`src/rtl/polyshift_left_pkg.sv`:
```
// Shared shift-utility definitions: mode encoding and amount width common to the
// left and right polyshift blocks.
package polyshift_left_pkg;

    localparam int unsigned ShiftAmtWidth = 3;

    typedef enum logic [1:0] {
        SHL = 2'd0,
        SAL = 2'd1,
        RCL = 2'd2,
        ROL = 2'd3
    } shift_type_e;

endpackage

```
`src/rtl/polyshift_l_core.sv`:
```
// Combinational multi-mode left barrel shifter. A 2*word_width working vector
// {D_IN, fill} passes through x1/x2/x4 stages; the result is its upper half.
module polyshift_l_core
    import polyshift_left_pkg::*;
#(
    parameter int unsigned word_width = 8
) (
    input  logic [word_width-1:0]    D_IN,
    input  logic [word_width-2:0]    C_IN,
    input  logic [ShiftAmtWidth-1:0] shift_size,
    input  shift_type_e              shift_type,
    output logic [word_width-1:0]    result
);

    localparam int unsigned W2 = 2 * word_width;

    logic [word_width-1:0] fill;
    logic [W2-1:0]         stage0;
    logic [W2-1:0]         stage1;
    logic [W2-1:0]         stage2;
    logic [W2-1:0]         stage3;
    logic                  unused_lo;

    // The lower half supplies the bits that enter from the right; once it runs
    // out, zeros follow, which gives the no-modulo behaviour for large shifts.
    always_comb begin
        fill = '0;
        unique case (shift_type)
            SHL, SAL: fill = '0;
            RCL:      fill = {C_IN, 1'b0};
            ROL:      fill = D_IN;
            default:  fill = '0;
        endcase
    end

    always_comb begin
        stage0 = {D_IN, fill};
        stage1 = shift_size[0] ? (stage0 << 1) : stage0;
        stage2 = shift_size[1] ? (stage1 << 2) : stage1;
        stage3 = shift_size[2] ? (stage2 << 4) : stage2;
    end

    assign result    = stage3[W2-1:word_width];
    assign unused_lo = ^stage3[word_width-1:0];

endmodule

```
`src/rtl/polyshift_left.sv`:
```
// Registered multi-mode left shifter: combinational core plus one output
// register with synchronous active-low reset.
module polyshift_left
    import polyshift_left_pkg::*;
#(
    parameter int unsigned word_width = 8
) (
    input  logic                     clk,
    input  logic                     rst_n,
    input  logic [word_width-1:0]    D_IN,
    input  logic [word_width-2:0]    C_IN,
    input  logic [ShiftAmtWidth-1:0] shift_size,
    input  shift_type_e              shift_type,
    output logic [word_width-1:0]    D_OUT
);

    logic [word_width-1:0] result_d;
    logic [word_width-1:0] result_q;

    polyshift_l_core #(
        .word_width (word_width)
    ) u_core (
        .D_IN       (D_IN),
        .C_IN       (C_IN),
        .shift_size (shift_size),
        .shift_type (shift_type),
        .result     (result_d)
    );

    always_ff @(posedge clk) begin
        if (!rst_n) begin
            result_q <= '0;
        end else begin
            result_q <= result_d;
        end
    end

    assign D_OUT = result_q;

endmodule

```
`config.mk`:
```
export PLATFORM = sky130hd
export DESIGN_NAME = polyshift_left
export DESIGN_NICKNAME = d
export VERILOG_FILES = /design/src/rtl/polyshift_left_pkg.sv /design/src/rtl/polyshift_l_core.sv /design/src/rtl/polyshift_left.sv
export SDC_FILE = /design/constraint.sdc
export NUM_CORES = 1
export LEC_CHECK = 0
export ABC_AREA = 1
export BUFFER_PORTS_ARGS = -buffer_cell sky130_fd_sc_hd__buf_2
export CORE_MARGIN = 3
export CORE_UTILIZATION = 46
export CTS_BUF_LIST = sky130_fd_sc_hd__clkbuf_16
export DETAILED_ROUTE_END_ITERATION = 6
export PLACE_DENSITY = 0.77
export SLEW_MARGIN = 20
export SYNTH_ARGS = -nofsm -noshare
export SYNTH_HDL_FRONTEND = slang
export SYNTH_HIERARCHICAL = 1
export SYNTH_SLANG_ARGS = --single-unit
```
`constraint.sdc`:
```
create_clock -name clk -period 1.2 [get_ports clk]
set_input_delay 0.12 -clock clk [delete_from_list [all_inputs] [get_ports clk]]
set_output_delay 0.12 -clock clk [all_outputs]
set_load 0.05 [all_outputs]
```
==> out/results.ini, run 1 <==
[yosys]
synth_fp_nets=155
syn_avg_cell_area_um2=5.53
postSynthCellCount=133
synth-seq-cells=8
synthesis.area_um2=736
ys_seq_area_frac=0.218
yosys.cell_types.count=14
ys_warn_count=6

[cts]
cts_tree=built
htree_num_levels=1
cts_resized=0
cts_max_path_buffers=2
hold_buffers=0
clkTransAtPathRegs_ns=0.04
clkSinkCount=8
cts_setup_buffers=0
cts_root_buf=clkbuf_16
cts_made_buffers=3

[critical_path]
path_class=in -> reg
cp_top_family=buffers and inverters
worstSetupEndpointType=register
critPathRequiredTime_ns=1.32
worst-path-buf-inv=4
crit_fanout=11
max_stage_delay_ns=0.20
crit_chain=buf_2, inv_1, buf_4, o21ai_2, nand2_1, nand3_1, nand2_1, nand2_1, inv_1
cp_slowest_cell=buf_2
crit_top_cell=nand2_1
start_kind=primary input
arrival_ns=1.10

[floorplanning]
dieHeight_um=46.0
die_w_um=46.0
core_um2=1400
io_pins=30
die_area_um2=2120
rows=13
floorplan.initialDensity=0.526

[timing]
fin_ws_ns=0.222
setup_viol=0
max_slew_margin=0.784
rsz0062_at_grt=no
setup_tns_ns=0
finalCriticalPeriod_ns=0.978
period_share=0.815
drv_slew=0
worst_pin_slew_ns=0.323
timing.fmax_mhz=1020
hold_viol=0

[pwr]
power_density_nw_per_um2=1260
p_leak_nw=0.581
vdd_drop_max_mv=1.24

[run_status]
outcome=completed

[detailed_routing]
drt_iter0_drc=62
dr_wl_met3_um=191
routed-wl-met2_um=1010
drc=0
maxUsedRoutingLayer=met3
drtPass1Iterations=5
routedWlPerCell_um=11.9
wl_met1_um=872
viasPerCell=5.56
dr_total_vias=973
drt-total-wl_um=2080
drtAntennaViolNets=0

[finish]
diodes=0
drive_above_1_share=0.244
largest_reg_flops=8
final_common_cell=nand2_1
syn2layout_area_growth_pct=29.1
final_nets=184
final_cell_mix=50 x nand2_1, 46 x nand3_1, 29 x buf_2

[placement]
place.port_buffers=29
hpwl_um=1650
globalplace.congestion=0.904
place_ws_ns=0.0226

[global_route]
grt_pass1_wl_um=3410
overflow=0
grtUsageTotal=0.222
grt_pass1_vias=805
grt_max_degree=15
antenna_found_initial=0

[run]
drv_cap=0

[hold_path]
hold_path_class=in -> reg

==> stage by stage <==
step	util	instance area, um^2	hold WS [ns]	power, W	instances
3_5_place_dp	0.625	875	0.407	0.000646	172
4_1_cts	0.679	950	0.173	0.00120	175
5_1_grt	0.679	950	0.195	0.00127	175
3_3_place_gp	0.625	875	0.405	0.000640	172
6_report	0.679	950	0.172	0.00119	175
2_1_floorplan	-	736	0.373	0.000552	133
==> cell families after synthesis <==
group,Yosys count,share of synthesized area
simple gates,101,0.611
buf+inv,20,0.126
flops,8,0.218
compound gates,2,0.0187
mux,2,0.0272
==> cell type report <==
cell class | instances | area, um^2
Tap cell | 15 | 18.8
Multi-Input combinational cell | 105 | 483
Inverter | 12 | 45.0
Fill cell | 131 | 449
Clock buffer | 3 | 75.1
Timing Repair Buffer | 32 | 168
Sequential cell | 8 | 160
==> path summary, 6_finish.rpt <==
path / cells after the start / slack (ns) / to / start
worst max-delay path: 9 / 0.22 / D_OUT[5] / shift_size[0]
worst min-delay path: 3 / 0.17 / D_OUT[7] / rst_n
==> per-layer routing <==
layer | track usage | vias up
met1 | 0.299 | 432
li1 | - | 487
met5 | 0 | -
met3 | 0.0593 | 0
met4 | 0.0568 | 0
met2 | 0.346 | 54
==> power by group <==
group | switching, W | internal, W | total, W
Combinational | 0.000240 | 0.000115 | 0.000355
Clock | 0.000116 | 0.000428 | 0.000545
Sequential | 0.00000418 | 0.000289 | 0.000294
Total | 0.000361 | 0.000832 | 0.00119
==> cells in the mapped netlist (all sizes together) <==
master / n / area share
nand2: 50 / 0.26
dfxtp: 8 / 0.22
and2: 1 / 0.0085
o21ai: 2 / 0.019
clkbuf: 3 / 0.015
buf: 5 / 0.049
inv: 12 / 0.061
or2: 4 / 0.034
nand3: 46 / 0.31
mux2i: 2 / 0.027
==> tightest hold or removal path: cells and delay by family <==
family / cells / cell delay (ns)
buf+inv: 2 / 0.19
simple gates: 1 / 0.06
Note: power is estimated with default switching activity, not from simulation.
==> run 2: changes to the inputs <==
==> constraint.sdc (replaced) <==
create_clock -name clk -period 0.9 [get_ports clk]
set_input_delay 0.09 -clock clk [delete_from_list [all_inputs] [get_ports clk]]
set_output_delay 0.09 -clock clk [all_outputs]
set_load 0.05 [all_outputs]
==> out/results.ini, run 2 (synthesized netlist as in run 1, its figures left out) <==
[cts]
cts_setup_buffers=0  ; unchanged
cts_tree=built
clkTransAtPathRegs_ns=0.03  ; about the same
htree_num_levels=1  ; unchanged
cts_root_buf=clkbuf_16
clkSinkCount=8  ; unchanged
cts_max_path_buffers=2  ; unchanged
cts_made_buffers=3  ; unchanged

[pwr]
p_switching_w=0.000485  ; +34%
power_density_nw_per_um2=1580  ; +26%
clkPwrFrac=0.447  ; -0.009
internal-power_w=0.00114  ; +37%
p_leak_nw=0.616  ; +6.0%
swShare=0.298  ; -0.00431
vdd_drop_max_mv=0.870  ; -30%
p_seq_frac=0.241  ; -0.005
p_comb_frac=0.312  ; +0.015

[global_route]
grt_max_degree=15  ; unchanged
grt_pass1_wl_um=3200  ; -6.1%
grtUsageTotal=0.207  ; -0.0153
antenna_found_initial=0  ; unchanged
overflow=0  ; unchanged
grt_pass1_vias=797  ; -0.99%

[finish]
regArea_um2=160  ; unchanged
diodes=0  ; unchanged
final_cell_mix=50 x nand2_1, 46 x nand3_1, 27 x buf_2
final_common_cell=nand2_1
drive_above_1_share=0.289  ; +0.0454
multiInputGateArea_um2=498  ; +3.1%
syn2layout_area_growth_pct=40.1
final_nets=190  ; +3.3%
largest_reg_flops=8  ; unchanged
fillers=122  ; -6.9%
final_cell_area_um2=1030  ; +8.6%
fin_util=0.737  ; +0.0581

[run]
drv_cap=0  ; unchanged

[timing]
drv_slew=0  ; unchanged
period_share=0.981
worst_pin_slew_ns=0.278  ; -0.0454 ns
setup_viol=0  ; unchanged
hold_viol=0  ; unchanged
hold_ws_ns=0.142  ; -0.0293 ns
setup_tns_ns=0  ; unchanged
finalCriticalPeriod_ns=0.883
timing.fmax_mhz=1130
max_slew_margin=0.809  ; +0.0252
rsz0062_at_grt=yes
fin_ws_ns=0.0169  ; -0.206 ns

[placement]
placed_cell_area_um2=932  ; +6.6%
globalplace.congestion=0.869  ; -3.9%
place_ws_ns=-0.185  ; -0.207 ns
hpwl_um=1560  ; -5.4%
place.port_buffers=29  ; unchanged

[detailed_routing]
drt_iter0_drc=34  ; -45%
viasPerCell=5.23  ; -6.0%
drc=0  ; unchanged
drtPass1Iterations=5  ; unchanged
drt-total-wl_um=1950  ; -6.2%
routedWlPerCell_um=10.8  ; -9.3%
dr_total_vias=946  ; -2.8%
drtAntennaViolNets=0  ; unchanged

[critical_path]
worst-path-buf-inv=1  ; -3
worstSetupEndpointType=output pin
start_kind=register
crit_fanout=1  ; -10
cp_top_family=flip-flops
crit_chain=buf_2
max_stage_delay_ns=0.30  ; +0.10 ns
endpoint=D_OUT[1]
cp_slowest_cell=dfxtp_1
arrival_ns=0.79  ; -0.31 ns
critPathRequiredTime_ns=0.81  ; -0.51 ns
cp-startpoint=D_OUT[1]
crit_cells=1  ; -8
path_class=reg -> out

[floorplanning]
floorplan.initialDensity=0.526  ; unchanged
rows=13  ; unchanged
die_w_um=46.0  ; unchanged
dieHeight_um=46.0  ; unchanged
io_pins=30  ; unchanged
core_um2=1400  ; unchanged
die_area_um2=2120  ; unchanged

[hold_path]
hold_path_class=in -> reg

[run_status]
outcome=completed

[run 2: cell types whose count changed in the layout (fill, tap and decap cells not counted)]
cell,delta
o21ai_4,+1
buf_2,-2
inv_1,-1
buf_4,+4
mux2i_1,-1
buf_12,+1
mux2i_2,+1
buf_6,+1
clkbuf_4,+2
o21ai_1,-1
inv_2,+1
[run 2: worst min-delay path by stage]
stage,startpoint,end,depth (start not counted)
after detailed placement,rst_n,D_OUT[0],3
after floorplan,rst_n,D_OUT[0],3
after global routing,rst_n,D_OUT[4],3
after global placement,rst_n,D_OUT[4],3
after CTS,rst_n,D_OUT[1],3
final,rst_n,D_OUT[1],3
[run 2: final cells by class]
class,instances,share of cell area
repair buffers,38,0.227
well taps,15,0.0182
clock buffers,3,0.0728
inverters,12,0.0437
flip-flops and latches,8,0.155
multi-input cells,105,0.483
[run 2: metal layers]
layer | part of all wire | wire length, um | global-route usage
met5 | 0 | 0 | 0
met4 | 0.0031 | 6 | 0.0341
met3 | 0.066 | 128 | 0.0593
met2 | 0.49 | 955 | 0.343
met1 | 0.44 | 859 | 0.266
[run 2: power groups by stage]
stage               Combinational [W]  Clock [W]  Sequential [W]
global placement             0.000482          0        0.000396
finish                       0.000507   0.000727        0.000392
global route                 0.000562   0.000769        0.000394
CTS                          0.000492   0.000742        0.000392
floorplan                    0.000234          0        0.000502
detailed placement           0.000488          0        0.000397
[run 2: through the flow]
stage	cells	total power (W)
3_5_place_dp	178	0.000885
3_3_place_gp	178	0.000877
2_1_floorplan	133	0.000737
5_1_grt	181	0.00173
4_1_cts	181	0.00163
6_report	181	0.00163
[run 2: what timing repair did]
item	4_1_cts	5_1_grt
endpoints found under the setup margin	0	8
hold buffers	0	0
resized for setup	0	7
